[config.mk]
export PLATFORM = sky130hd
export DESIGN_NAME = melody_memory_game
export DESIGN_NICKNAME = d
export VERILOG_FILES = /design/src/rtl/melody_memory_game.sv
export SDC_FILE = /design/constraint.sdc
export NUM_CORES = 1
export LEC_CHECK = 0
export ABC_CLOCK_PERIOD_IN_PS = 3300
export BUFFER_PORTS_ARGS = -buffer_cell sky130_fd_sc_hd__buf_4
export CAP_MARGIN = 20
export CORE_MARGIN = 10
export CORE_UTILIZATION = 54
export DETAILED_ROUTE_END_ITERATION = 8
export PLACE_DENSITY = 0.76
export SYNTH_ARGS = -nofsm -noshare
export SYNTH_HDL_FRONTEND = slang
export SYNTH_SLANG_ARGS = --single-unit
[constraint.sdc]
create_clock -name clk -period 3.3 [get_ports clk]
set_input_delay 0.165 -clock clk [delete_from_list [all_inputs] [get_ports clk]]
set_output_delay 0.165 -clock clk [all_outputs]
set_load 0.1 [all_outputs]
[src/rtl/melody_memory_game.sv]
// Melody-repeat game core: plays a growing prefix of a loaded note sequence,
// then scores the player's keypad repeat with lives, timeout and win/lose result.
module melody_memory_game #(
  parameter int unsigned NOTE_W        = 3,
  parameter int unsigned MAX_LEN       = 8,
  parameter int unsigned START_LEN     = 3,
  parameter int unsigned TICK_DIV      = 5000000,
  parameter int unsigned ON_TICKS      = 1,
  parameter int unsigned OFF_TICKS     = 2,
  parameter int unsigned ECHO_TICKS    = 1,
  parameter int unsigned TIMEOUT_TICKS = 20,
  parameter int unsigned MAX_MISSES    = 3
) (
  input  logic                         clk,
  input  logic                         reset,
  input  logic [MAX_LEN*NOTE_W-1:0]    data_in,
  input  logic                         write_enable,
  input  logic                         game_start,
  input  logic                         key_valid,
  input  logic [NOTE_W:0]              key_code,
  output logic [NOTE_W:0]              piezo_out,
  output logic [NOTE_W:0]              led_out,
  output logic                         miss_out,
  output logic [3:0]                   lives_out,
  output logic [$clog2(MAX_LEN+1)-1:0] level_out,
  output logic                         busy,
  output logic                         game_end,
  output logic                         game_win
);

  localparam int unsigned LVL_W  = $clog2(MAX_LEN + 1);
  localparam int unsigned DIV_W  = (TICK_DIV > 1) ? $clog2(TICK_DIV) : 1;
  localparam int unsigned T_A    = (ON_TICKS > OFF_TICKS) ? ON_TICKS : OFF_TICKS;
  localparam int unsigned T_B    = (ECHO_TICKS > TIMEOUT_TICKS) ? ECHO_TICKS : TIMEOUT_TICKS;
  localparam int unsigned T_MAX  = (T_A > T_B) ? T_A : T_B;
  localparam int unsigned TCNT_W = (T_MAX > 1) ? $clog2(T_MAX) : 1;

  typedef enum logic [2:0] {IDLE, PLAY_ON, PLAY_OFF, LISTEN, ECHO, WIN, LOSE} state_t;

  state_t                      state_q, state_d;
  logic [DIV_W-1:0]            div_q, div_d;
  logic [TCNT_W-1:0]           tcnt_q, tcnt_d;
  logic [MAX_LEN*NOTE_W-1:0]   seq_q, seq_d;
  logic                        loaded_q, loaded_d;
  logic [LVL_W-1:0]            idx_q, idx_d, pos_q, pos_d, level_q, level_d;
  logic [3:0]                  lives_q, lives_d;
  logic [NOTE_W:0]             piezo_q, piezo_d;
  logic                        miss_q, miss_d, hit_q, hit_d;
  logic                        end_q, end_d, win_q, win_d;
  logic                        tick, miss_event;
  logic [NOTE_W-1:0]           notes [2**LVL_W];

  assign tick = (div_q == DIV_W'(TICK_DIV - 1));

  // Unused slots above MAX_LEN read as 0 so any index width is safe.
  always_comb begin
    notes = '{default: '0};
    for (int unsigned i = 0; i < MAX_LEN; i++) notes[i] = seq_q[i*NOTE_W +: NOTE_W];
  end

  always_comb begin
    state_d    = state_q;
    div_d      = tick ? '0 : div_q + 1'b1;
    tcnt_d     = tick ? tcnt_q + 1'b1 : tcnt_q;
    seq_d      = seq_q;
    loaded_d   = loaded_q;
    idx_d      = idx_q;
    pos_d      = pos_q;
    level_d    = level_q;
    lives_d    = lives_q;
    piezo_d    = piezo_q;
    miss_d     = 1'b0;
    hit_d      = hit_q;
    end_d      = end_q;
    win_d      = win_q;
    miss_event = 1'b0;

    if (write_enable && !(state_q inside {PLAY_ON, PLAY_OFF, ECHO})) begin
      seq_d    = data_in;
      loaded_d = 1'b1;
    end

    case (state_q)
      IDLE: if (game_start && loaded_q) begin
        state_d = PLAY_ON;
        idx_d   = '0;
        lives_d = 4'(MAX_MISSES);
        level_d = LVL_W'(START_LEN);
        end_d   = 1'b0;
        win_d   = 1'b0;
      end
      PLAY_ON: if (tick && tcnt_q == TCNT_W'(ON_TICKS - 1)) begin
        state_d = PLAY_OFF;
        piezo_d = '0;
      end
      PLAY_OFF: if (tick && tcnt_q == TCNT_W'(OFF_TICKS - 1)) begin
        if (idx_q == level_q - 1'b1) begin
          state_d = LISTEN;
          pos_d   = '0;
        end else begin
          idx_d   = idx_q + 1'b1;
          state_d = PLAY_ON;
        end
      end
      LISTEN: begin
        if (key_valid) begin
          state_d = ECHO;
          piezo_d = key_code;
          hit_d   = (key_code == {1'b0, notes[pos_q]} + 1'b1);
        end else if (TIMEOUT_TICKS != 0 && tick && tcnt_q == TCNT_W'(TIMEOUT_TICKS - 1)) begin
          miss_event = 1'b1;
        end
      end
      ECHO: if (tick && tcnt_q == TCNT_W'(ECHO_TICKS - 1)) begin
        piezo_d = '0;
        if (!hit_q) begin
          miss_event = 1'b1;
        end else if (pos_q != level_q - 1'b1) begin
          pos_d   = pos_q + 1'b1;
          state_d = LISTEN;
        end else if (level_q == LVL_W'(MAX_LEN)) begin
          state_d = WIN;
          end_d   = 1'b1;
          win_d   = 1'b1;
        end else begin
          level_d = level_q + 1'b1;
          idx_d   = '0;
          state_d = PLAY_ON;
        end
      end
      WIN, LOSE: if (game_start) state_d = IDLE;
      default: state_d = IDLE;
    endcase

    // Timeout and wrong-key misses share one resolution path.
    if (miss_event) begin
      miss_d  = 1'b1;
      piezo_d = '0;
      lives_d = (lives_q != '0) ? lives_q - 1'b1 : '0;
      if (lives_q <= 4'd1) begin
        state_d = LOSE;
        end_d   = 1'b1;
        win_d   = 1'b0;
      end else begin
        idx_d   = '0;
        state_d = PLAY_ON;
      end
    end

    if (state_d != state_q) begin
      div_d  = '0;
      tcnt_d = '0;
    end
    if (state_d == PLAY_ON && state_q != PLAY_ON) piezo_d = {1'b0, notes[idx_d]} + 1'b1;
  end

  always_ff @(posedge clk) begin
    if (reset) begin
      state_q  <= IDLE;
      div_q    <= '0;
      tcnt_q   <= '0;
      seq_q    <= '0;
      loaded_q <= 1'b0;
      idx_q    <= '0;
      pos_q    <= '0;
      level_q  <= LVL_W'(START_LEN);
      lives_q  <= 4'(MAX_MISSES);
      piezo_q  <= '0;
      miss_q   <= 1'b0;
      hit_q    <= 1'b0;
      end_q    <= 1'b0;
      win_q    <= 1'b0;
    end else begin
      state_q  <= state_d;
      div_q    <= div_d;
      tcnt_q   <= tcnt_d;
      seq_q    <= seq_d;
      loaded_q <= loaded_d;
      idx_q    <= idx_d;
      pos_q    <= pos_d;
      level_q  <= level_d;
      lives_q  <= lives_d;
      piezo_q  <= piezo_d;
      miss_q   <= miss_d;
      hit_q    <= hit_d;
      end_q    <= end_d;
      win_q    <= win_d;
    end
  end

  assign piezo_out = piezo_q;
  assign led_out   = piezo_q;
  assign miss_out  = miss_q;
  assign lives_out = lives_q;
  assign level_out = level_q;
  assign busy      = (state_q == PLAY_ON) || (state_q == PLAY_OFF);
  assign game_end  = end_q;
  assign game_win  = win_q;

endmodule

; ---- Word level (Yosys, flattened, before mapping)
; Index checks and enable logic that the tools add are counted.
; W data, S select, Z words.
[classes]
add_sub_neg = 9
mux = 71
n_bitwise = 2
order_cmp = 3
eq_ne = 26
shifts = 0
n_div = 0
n_reduce_logical = 26
mul = 0
[op_table]
columns = operator, count
row1 = $mux W4, 26
row2 = $mux W3, 15
row3 = $bmux W3 S4, 2
row4 = $pmux W4 S2, 3
row5 = $add A23 B1 Y23 const B, 1
row6 = $eq A23 B23 Y1 const B, 1
row7 = $mux W1, 19
row8 = $pmux W3 S6, 1
row9 = $add A4 B1 Y4 const B, 3
row10 = $ne A2 B2 Y1 const B, 6
row11 = $pmux W4 S3, 1
row12 = $reduce_and A6 Y1, 2
row13 = $ge A5 B5 Y1 const B, 2
row14 = $not A4 Y5, 2
row15 = $eq A3 B3 Y1 const B, 3
row16 = $add A3 B1 Y4 const B, 2
row17 = $eq A4 B4 Y1, 2
row18 = $reduce_bool A2 Y1, 4
row19 = $reduce_bool A4 Y1, 2
row20 = $sub A4 B1 Y4 const B, 2
row21 = $eq A3 B1 Y1 const B, 2
row22 = $eq A3 B2 Y1 const B, 2
row23 = $logic_and A1 B1 Y1, 6
row24 = $pmux W1 S2, 3
row25 = other kinds (21), 25
[totals]
register_bits = 80
mem_bits_rw = 0
n_memories = 0
romBits = 0
output_inout_bits = 20
input_bits = 33
latchBits = 0
word_cells = 151

; ---- Depth between registers and ports, before layout
; Gate-level depths: netlist (run 1).
[logic_depth]
word_depth = 14
depth_mapped = 14

; ---- Worst setup path after synthesis (run 1)
; OpenSTA, ideal clock, no wires.
[synth_path]
kind = reg-to-reg
from = reg level_q[0] (netlist: level_out[0])
to = reg piezo_q[3] (netlist: led_out[3])
arrival_ns = 4.295
slack_ns = -1.057
path_stages_with_launch = 15
setup_ns = 0.062
n_path_buf = 2
path_cell_list = dfxtp_1 > clkbuf_1 > inv_1 > ha_1 > xor3_1 > nor3_4 > a2111oi_4 > or4_2 > o211a_1 > buf_6 > mux2i_1 > mux2_2 > a22o_1 > nor4_1 > o221a_1
[synth_via]
elab_chain_len = 14
[synth_rtl]
columns = element, line
row1 = "start, declared", 45  ; logic [LVL_W-1:0] idx_q, idx_d, pos_q, pos_d, level_q, level_d;
row2 = "start signal, assigned", 166  ; level_q <= LVL_W'(START_LEN);
row3 = "start signal, assigned", 181  ; level_q <= level_d;
row4 = $sub A4 B1 Y4 / $eq A4 B4 Y1 (equally long branches), "97, 118, 121"
row5 = $ne A4 B4 Y1 / $mux W4 (equally long branches), "118, 121"
row6 = $mux W4, 118  ; end else if (pos_q != level_q - 1'b1) begin
row7 = $mux W4, 116  ; if (!hit_q) begin
row8 = $mux W4, 114  ; ECHO: if (tick && tcnt_q == TCNT_W'(ECHO_TICKS - 1)) begin
row9 = $pmux W4 S3, 83  ; case (state_q)
row10 = $mux W4, 140  ; if (lives_q <= 4'd1) begin
row11 = $mux W4, 136  ; if (miss_event) begin
row12 = $not A4 Y5 (not written as such), 154  ; if (state_d == PLAY_ON && state_q != PLAY_ON) piezo_d = {1'b0, notes[idx_d]} + 1'b1;
row13 = $bmux W3 S4, 154
row14 = $mux W3 (not written as such) (2 in series), 154
row15 = $add A3 B1 Y4, 154
row16 = $mux W4, 154
row17 = "end signal, assigned", 183  ; piezo_q <= piezo_d;
row18 = "end, declared", 47  ; logic [NOTE_W:0] piezo_q, piezo_d;
; Several ways; a longest one is shown, not always the timed one. The select of a mux whose other input is x is not followed.
; A chain may end at the register's enable or synchronous reset.

; ---- Final worst setup path (run 1)
[layout_path]
from = reg div_q[7]
to = reg piezo_q[3] (netlist: led_out[3])
[layout_via]
elab_chain_len = 12
[layout_rtl]
columns = element, line
row1 = "start, declared", 41  ; logic [DIV_W-1:0] div_q, div_d;
row2 = "start signal, assigned", 175  ; div_q <= div_d;
row3 = $eq A23 B23 Y1 (*), 53  ; assign tick = (div_q == DIV_W'(TICK_DIV - 1));
row4 = "$logic_and A1 B1 Y1, on equally long branches", --
row5 = $mux W4 (tied with other cells), 114
row6 = $pmux W4 S3 / $mux W1 (equally long branches), "83, 106"
row7 = $mux W4 / $pmux W1 S2 (equally long branches), "140, 83"
row8 = $mux W4, 136
row9 = $not A4 Y5 (not written as such), 154
row10 = $bmux W3 S4, 154
row11 = $mux W3 (not written as such) (2 in series), 154
row12 = $add A3 B1 Y4, 154
row13 = $mux W4, 154
; Mark *: on every way between the ends. The rest lies on a longest branch, timed or not. The select of a mux whose other input is x is not followed.

==> results of run 1 <==
through the flow:
step,util [%],total power [uW]
floorplan,-,1249
global placement,66.94,1347
detailed placement,66.94,1356
CTS,70.83,2211
global route,72.64,2308
finish,72.64,2232
repair_timing:
action | CTS | global route
pin swaps | 11 | 5
setup buffers | 6 | 1
gates cloned | 0 | 2
gates resized for setup | 12 | 22
endpoints found under the setup margin | 3 | 27
layer usage:
layer / routed length, microns / share of wire (%) / vias up / track usage, %
met5: 0 / 0 / - / 0
met4: 371 / 2.6 / 0 / 8.605
met3: 893 / 6.2 / 27 / 4.403
met2: 7027 / 49 / 187 / 35.60
met1: 6089 / 42 / 2366 / 25.78
li1: - / - / 2366 / -
worst max path at each step:
stage,start,cells after the start,endpoint
2_1_floorplan,level_out[0],14,led_out[3]
3_3_place_gp,div_q[7],11,led_out[3]
3_5_place_dp,div_q[7],11,led_out[3]
4_1_cts,div_q[7],10,led_out[3]
5_1_grt,div_q[7],12,led_out[1]
6_report,div_q[7],11,led_out[3]
state kept, by name (all words and copies together) (netlist names):
register,count
seq_q,24
div_q,23
tcnt_q,5
idx_q,4
led_out,4
level_out,4
lives_out,4
pos_q,4
state_q,3
game_end,1
game_win,1
hit_q,1
loaded_q,1
miss_out,1
Yosys cell counts, drive strengths merged, types with 2 or more instances:
library cell / number / area, sq um
buf: 7 / 51.30
a22oi: 4 / 35.03
or3: 2 / 12.51
o21ai: 9 / 45.04
a21o: 5 / 38.79
or4: 4 / 38.79
and2: 6 / 40.03
nor2: 82 / 307.8
or4b: 2 / 20.02
o211ai: 10 / 80.07
nor3: 11 / 66.32
nor3b: 5 / 37.54
nand3b: 2 / 15.01
o22ai: 2 / 12.51
and3: 6 / 38.79
a211oi: 4 / 30.03
o32ai: 2 / 17.52
o311a: 3 / 30.03
nor2b: 5 / 31.28
nand2: 95 / 356.6
inv: 13 / 48.80
mux2: 3 / 33.78
a211o: 4 / 36.29
mux2i: 6 / 60.06
a21oi: 45 / 229.0
nand4b: 2 / 17.52
clkbuf: 24 / 90.09
a31oi: 8 / 50.05
nand2b: 8 / 50.05
mux4: 6 / 135.1
nand3: 20 / 105.1
nand4: 19 / 118.9
dfxtp: 80 / 1602
ha: 10 / 125.1
xor2: 26 / 227.7
xnor2: 22 / 192.7
nor4b: 4 / 35.03
o31ai: 2 / 28.78
or2: 4 / 27.53
nor4: 8 / 50.05
a2111oi: 3 / 63.81
tightest hold or removal path, cell delays in order:
cell and delay (ns):
buf_4 0.11, nand2_1 0.05, a21oi_1 0.05
power groups by stage:
stage / sequential (uW) / combinational (uW) / clock, uW
after floorplan: 1070 / 182 / 0
after global placement: 1040 / 306 / 0
after detailed placement: 1040 / 313 / 0
after CTS: 1020 / 319 / 871
after global routing: 1030 / 374 / 908
final: 1020 / 347 / 862
cells by family after synthesis:
| kind of cell | share of synthesized area [%] |
|---|---|
| compound gates | 16.95 |
| xor+xnor | 9.185 |
| fa+ha+maj | 2.587 |
| buf+inv | 3.933 |
| flops | 33.12 |
| mux | 4.735 |
| simple gates | 29.50 |
final cells by class:
cell class / count / area share, %
sequential: 80 / 25.52
timing repair buffer: 131 / 16.39
multi-input combinational: 478 / 51.41
clock inverter: 2 / 0.9481
clock buffer: 14 / 2.745
tap: 108 / 2.133
inverter: 13 / 0.8493
==> out/results.tsv, run 1 <==
metric	value	unit
status	finished with violations	
failing checks	setup timing	
Synth Flop Type	dfxtp_1	
Int Power	1626	uW
RR Endpoint	led_out[3]	
Post-synth EDFFs	0	
Leak	0.002541	uW
Flop pwr share	45.9	%
RePlAce Congestion	0.9000	
area of the multi-input gates	3257	sq um
Fin Setup TNS	-0.1288	ns
initial antenna violation count	0	
hpwl dp	10.45	mm
Pins Over Slew Limit	0	
Worst R2R Path Depth	11	
nets	756	
CTS tree	yes	
reg2reg setup slack	-0.07	ns
hold bufs inserted after CTS	0	
Mapped Area	4836	sq um
Hold Path Stages	3	
ANT nets after route	0	
die area	13140	sq um
Critical Path Start Type	register	
Vert. Die Dim	114.6	microns
final worst setup slack	-0.06823	ns
Post-Synthesis Cells	602	
Max Root-Sink Buffers	2	
Final Hold Viols	0	
# diodes	0	
GRT overflow	0	
r2r startpoint	div_q[7]	
Worst Hold Class	primary input to register	
CTS Buf Count	9	
fin crit share	102.1	%
placed cell area	5838	sq um
num rows	34	
Req. time, crit path	3.62	ns
P&R area growth vs syn	31.00	%
WL per Instance	17.41	microns
largest net degree at the start of global routing	48	
Yosys cell types	77	
Die Wd	114.6	microns
worst-path fanout max	5	
P per Cell Area	352.3	nW/um^2
io pins	53	
crit-path cells	or4b_1, or4_4, or2_4, or4_4, o211a_4, buf_6, o211ai_2, nand3_2, a22o_1, nor4_2, o221a_1	
htree depth	3	
sw frac	27.13	%
syn_nets	645	
WHS	0.03898	ns
P_sw	605.4	uW
Clock Tree Root	clkbuf_8	
critical path endpoint category	register	
crit-path leading delay family	simple AND/OR/NAND/NOR gates	
worst slack, placed	-0.2247	ns
total track usage	21.22	%
fmax	296.9	MHz
placed cell count	802	
share of layout cells above drive strength 1	29.81	%
unrepaired setup endpoints after global routing	yes	
vias in the first global route	4715	
final instance area	6335	sq um
register area	1617	sq um
Via density	5.988	
final cell count without fillers	826	
final setup violation count	3	
first-pass GRT wire length	23.03	mm
I/O Buffers	52	
Post-Route WL	14.38	mm
via count	4946	
number of DRC markers in iteration 0	368	
Seq/Total Area, Yosys	33.12	%
commonest non-fill, non-tap cells in the layout	buf_4 (126), nand2_1 (95), nor2_1 (80)	
minimum clock period after layout	3.368	ns
Clock Skew	0.01566	ns
commonest non-fill, non-tap cell in the layout	buf_4	
CTS sink cnt	80	
residual DRC count	0	
fill count	651	
Hold Path Sink	seq_q[1]	
hold wc startpoint	data_in[1]	
Slew @ Worst Pin	0.6712	ns
most common cell type on the critical path	or4_4	
Worst Path Arrival	3.69	ns
buffer and inverter count on the worst path	1	
Detailed Routing Iterations Pass 1	5	
Synth async-reset ratio	0	%
crit-path max cell delay	0.51	ns
Setup CP Type	register to register	
Rel. slew slack	55.25	%
clk slew on worst S/H paths	0.09	ns
worst-skew pair later-pin latency	0.37	ns
synthesized area per cell	8.033	sq um
Max Cap Violations	0	
worst-path cell with the longest stage delay	or4b_1	
Seq cells post-synth	80	
Ys Warns	0	
worst vdd ir	230.0	uV
combinational fraction of design power	15.5	%
clock power share	38.6	%
Core Area	8721	sq um
initial core utilization	55.45	%
Note: power is estimated with default switching activity, not from simulation.
==> inputs of run 2 (changes only) <==
--- a/config.mk
+++ b/config.mk
@@ -15,3 +15,4 @@
 export SYNTH_ARGS = -nofsm -noshare
 export SYNTH_HDL_FRONTEND = slang
 export SYNTH_SLANG_ARGS = --single-unit
+export TNS_END_PERCENT = 20
==> out/results.tsv, run 2 (synthesized netlist as in run 1, its figures left out) <==
metric	value	unit	change
Post-Route WL	14.19	mm	-1.3%
WL per Instance	17.20	microns	-1.2%
GRT overflow	0		unchanged
Worst Path Arrival	3.72	ns	+0.03 ns
Slew @ Worst Pin	0.6500	ns	-0.02124 ns
commonest non-fill, non-tap cell in the layout	buf_4		
r2r startpoint	div_q[7]		
Max Cap Violations	0		unchanged
Core Area	8721	sq um	unchanged
RePlAce Congestion	0.9000		unchanged
nets	755		-0.13%
commonest non-fill, non-tap cells in the layout	buf_4 (127), nand2_1 (95), nor2_1 (77)		
Via density	6.006		+0.30%
htree depth	3		unchanged
met3 Use GR	4.403	%	unchanged
hpwl dp	10.45	mm	unchanged
Fin Setup TNS	-0.1816	ns	-0.05280 ns
number of DRC markers in iteration 0	381		+3.5%
gr busiest metal	met2		
met2 usage	34.84	%	-0.76 points
unrepaired setup endpoints after global routing	yes		
Max Root-Sink Buffers	2		unchanged
Detailed Routing Iterations Pass 1	5		unchanged
fmax	294.0	MHz	-0.99%
worst-skew pair later-pin latency	0.37	ns	about the same
max reg flops	24		unchanged
Biggest register	seq_q		
die area	13140	sq um	unchanged
Die Wd	114.6	microns	unchanged
minimum clock period after layout	3.402	ns	+0.03357 ns
final setup violation count	3		unchanged
Req. time, crit path	3.62	ns	about the same
P per Cell Area	350.3	nW/um^2	-0.57%
CTS sink cnt	80		unchanged
P&R area growth vs syn	30.48	%	
vias in the first global route	4674		-0.87%
RR Endpoint	led_out[3]		
final cell count without fillers	825		-0.12%
residual DRC count	0		unchanged
failing checks	setup timing		
# diodes	0		unchanged
status	finished with violations		
Vert. Die Dim	114.6	microns	unchanged
Critical Path Start Type	register		
Clock Tree Root	clkbuf_8		
share of layout cells above drive strength 1	30.13	%	+0.32 points
grt met1 use	25.81	%	+0.031 points
Hold Path Stages	3		unchanged
Setup CP Type	register to register		
Worst Hold Class	primary input to register		
hold bufs inserted after CTS	0		unchanged
Hold Path Sink	seq_q[1]		
Clock Skew	0.01395	ns	-0.001707 ns
clk slew on worst S/H paths	0.09	ns	about the same
largest net degree at the start of global routing	48		unchanged
fill count	649		-0.31%
Final Hold Viols	0		unchanged
CTS Buf Count	9		unchanged
placed cell count	802		unchanged
total track usage	21.02	%	-0.21 points
initial antenna violation count	0		unchanged
Leak	0.002520	uW	-0.82%
worst-path fanout max	6		+1
first-pass GRT wire length	22.85	mm	-0.78%
worst slack, placed	-0.2247	ns	unchanged
Pins Over Slew Limit	0		unchanged
CTS tree	yes		
ANT nets after route	0		unchanged
num rows	34		unchanged
largest registers	seq_q: 24 flops, div_q: 23 flops, tcnt_q: 5 flops		
reg2reg setup slack	-0.10	ns	-0.03 ns
post-layout util	72.35	%	-0.29 points
io pins	53		unchanged
Worst R2R Path Depth	11		unchanged
WHS	0.03987	ns	+0.0008931 ns
worst vdd ir	230.1	uV	about the same
hold wc startpoint	data_in[1]		
Rel. slew slack	56.67	%	+1.4 points
I/O Buffers	52		unchanged
critical path endpoint category	register		
final worst setup slack	-0.1018	ns	-0.03357 ns
via count	4955		+0.18%
fin crit share	103.1	%	+1.0 points
initial core utilization	55.45	%	unchanged
run 2: cell count changes in the layout (fill, tap and decap cells not counted), sizes merged:
cell	previous run	this run
clkbuf	16	14
buf	129	130
run 2: area by class of cell:
class | instances | area, sq um | share of cell area (%)
Sequential cell | 80 | 1615 | 25.60
Clock inverter | 2 | 60.06 | 0.9518
Clock buffer | 14 | 173.9 | 2.756
Inverter | 13 | 53.80 | 0.8527
Timing Repair Buffer | 130 | 996.0 | 15.78
Multi-Input combinational cell | 478 | 3276 | 51.91
Tap cell | 108 | 135.1 | 2.142
run 2: repair_timing:
action | CTS | global route
setup buffers | 2 | 5
setup endpoints to repair | 3 | 27
pin swaps | 10 | 8
resized for setup | 11 | 26
run 2: worst max path at each step:
stage,start,endpoint,cells past startpoint
4_1_cts,div_q[7],led_out[3],11
3_5_place_dp,div_q[7],led_out[3],11
2_1_floorplan,level_out[0],led_out[3],14
6_report,div_q[7],led_out[3],11
3_3_place_gp,div_q[7],led_out[3],11
5_1_grt,state_q[0],led_out[3],11
run 2: through the flow:
| step | area (sq um) | power, uW |
|---|---|---|
| after detailed placement | 5838 | 1356 |
| after global placement | 5838 | 1347 |
| after floorplan | 4921 | 1249 |
| after CTS | 6143 | 2208 |
| final | 6310 | 2210 |
| after global routing | 6310 | 2291 |
run 2: critical path, cell delays in order, from the launching register on:
cell and delay (ns):
dfxtp_2 0.32, or4b_1 0.51, or4_4 0.48, or2_4 0.27, or4_4 0.44, o211a_4 0.18
buf_6 0.13, o211ai_4 0.19, nand3_2 0.10, a22o_1 0.23, nor4_2 0.28, o221a_1 0.22
run 2: per-layer routing:
metal / up-vias / wire length (microns)
met5: - / 0
met4: 0 / 386
met3: 41 / 1028
met2: 206 / 6897
met1: 2342 / 5875
li1: 2366 / -
run 2: power by group:
part           total (uW)  switching, uW  internal (uW)
Clock                 858            363            494
Sequential           1020           30.7            992
Combinational         330            203            127
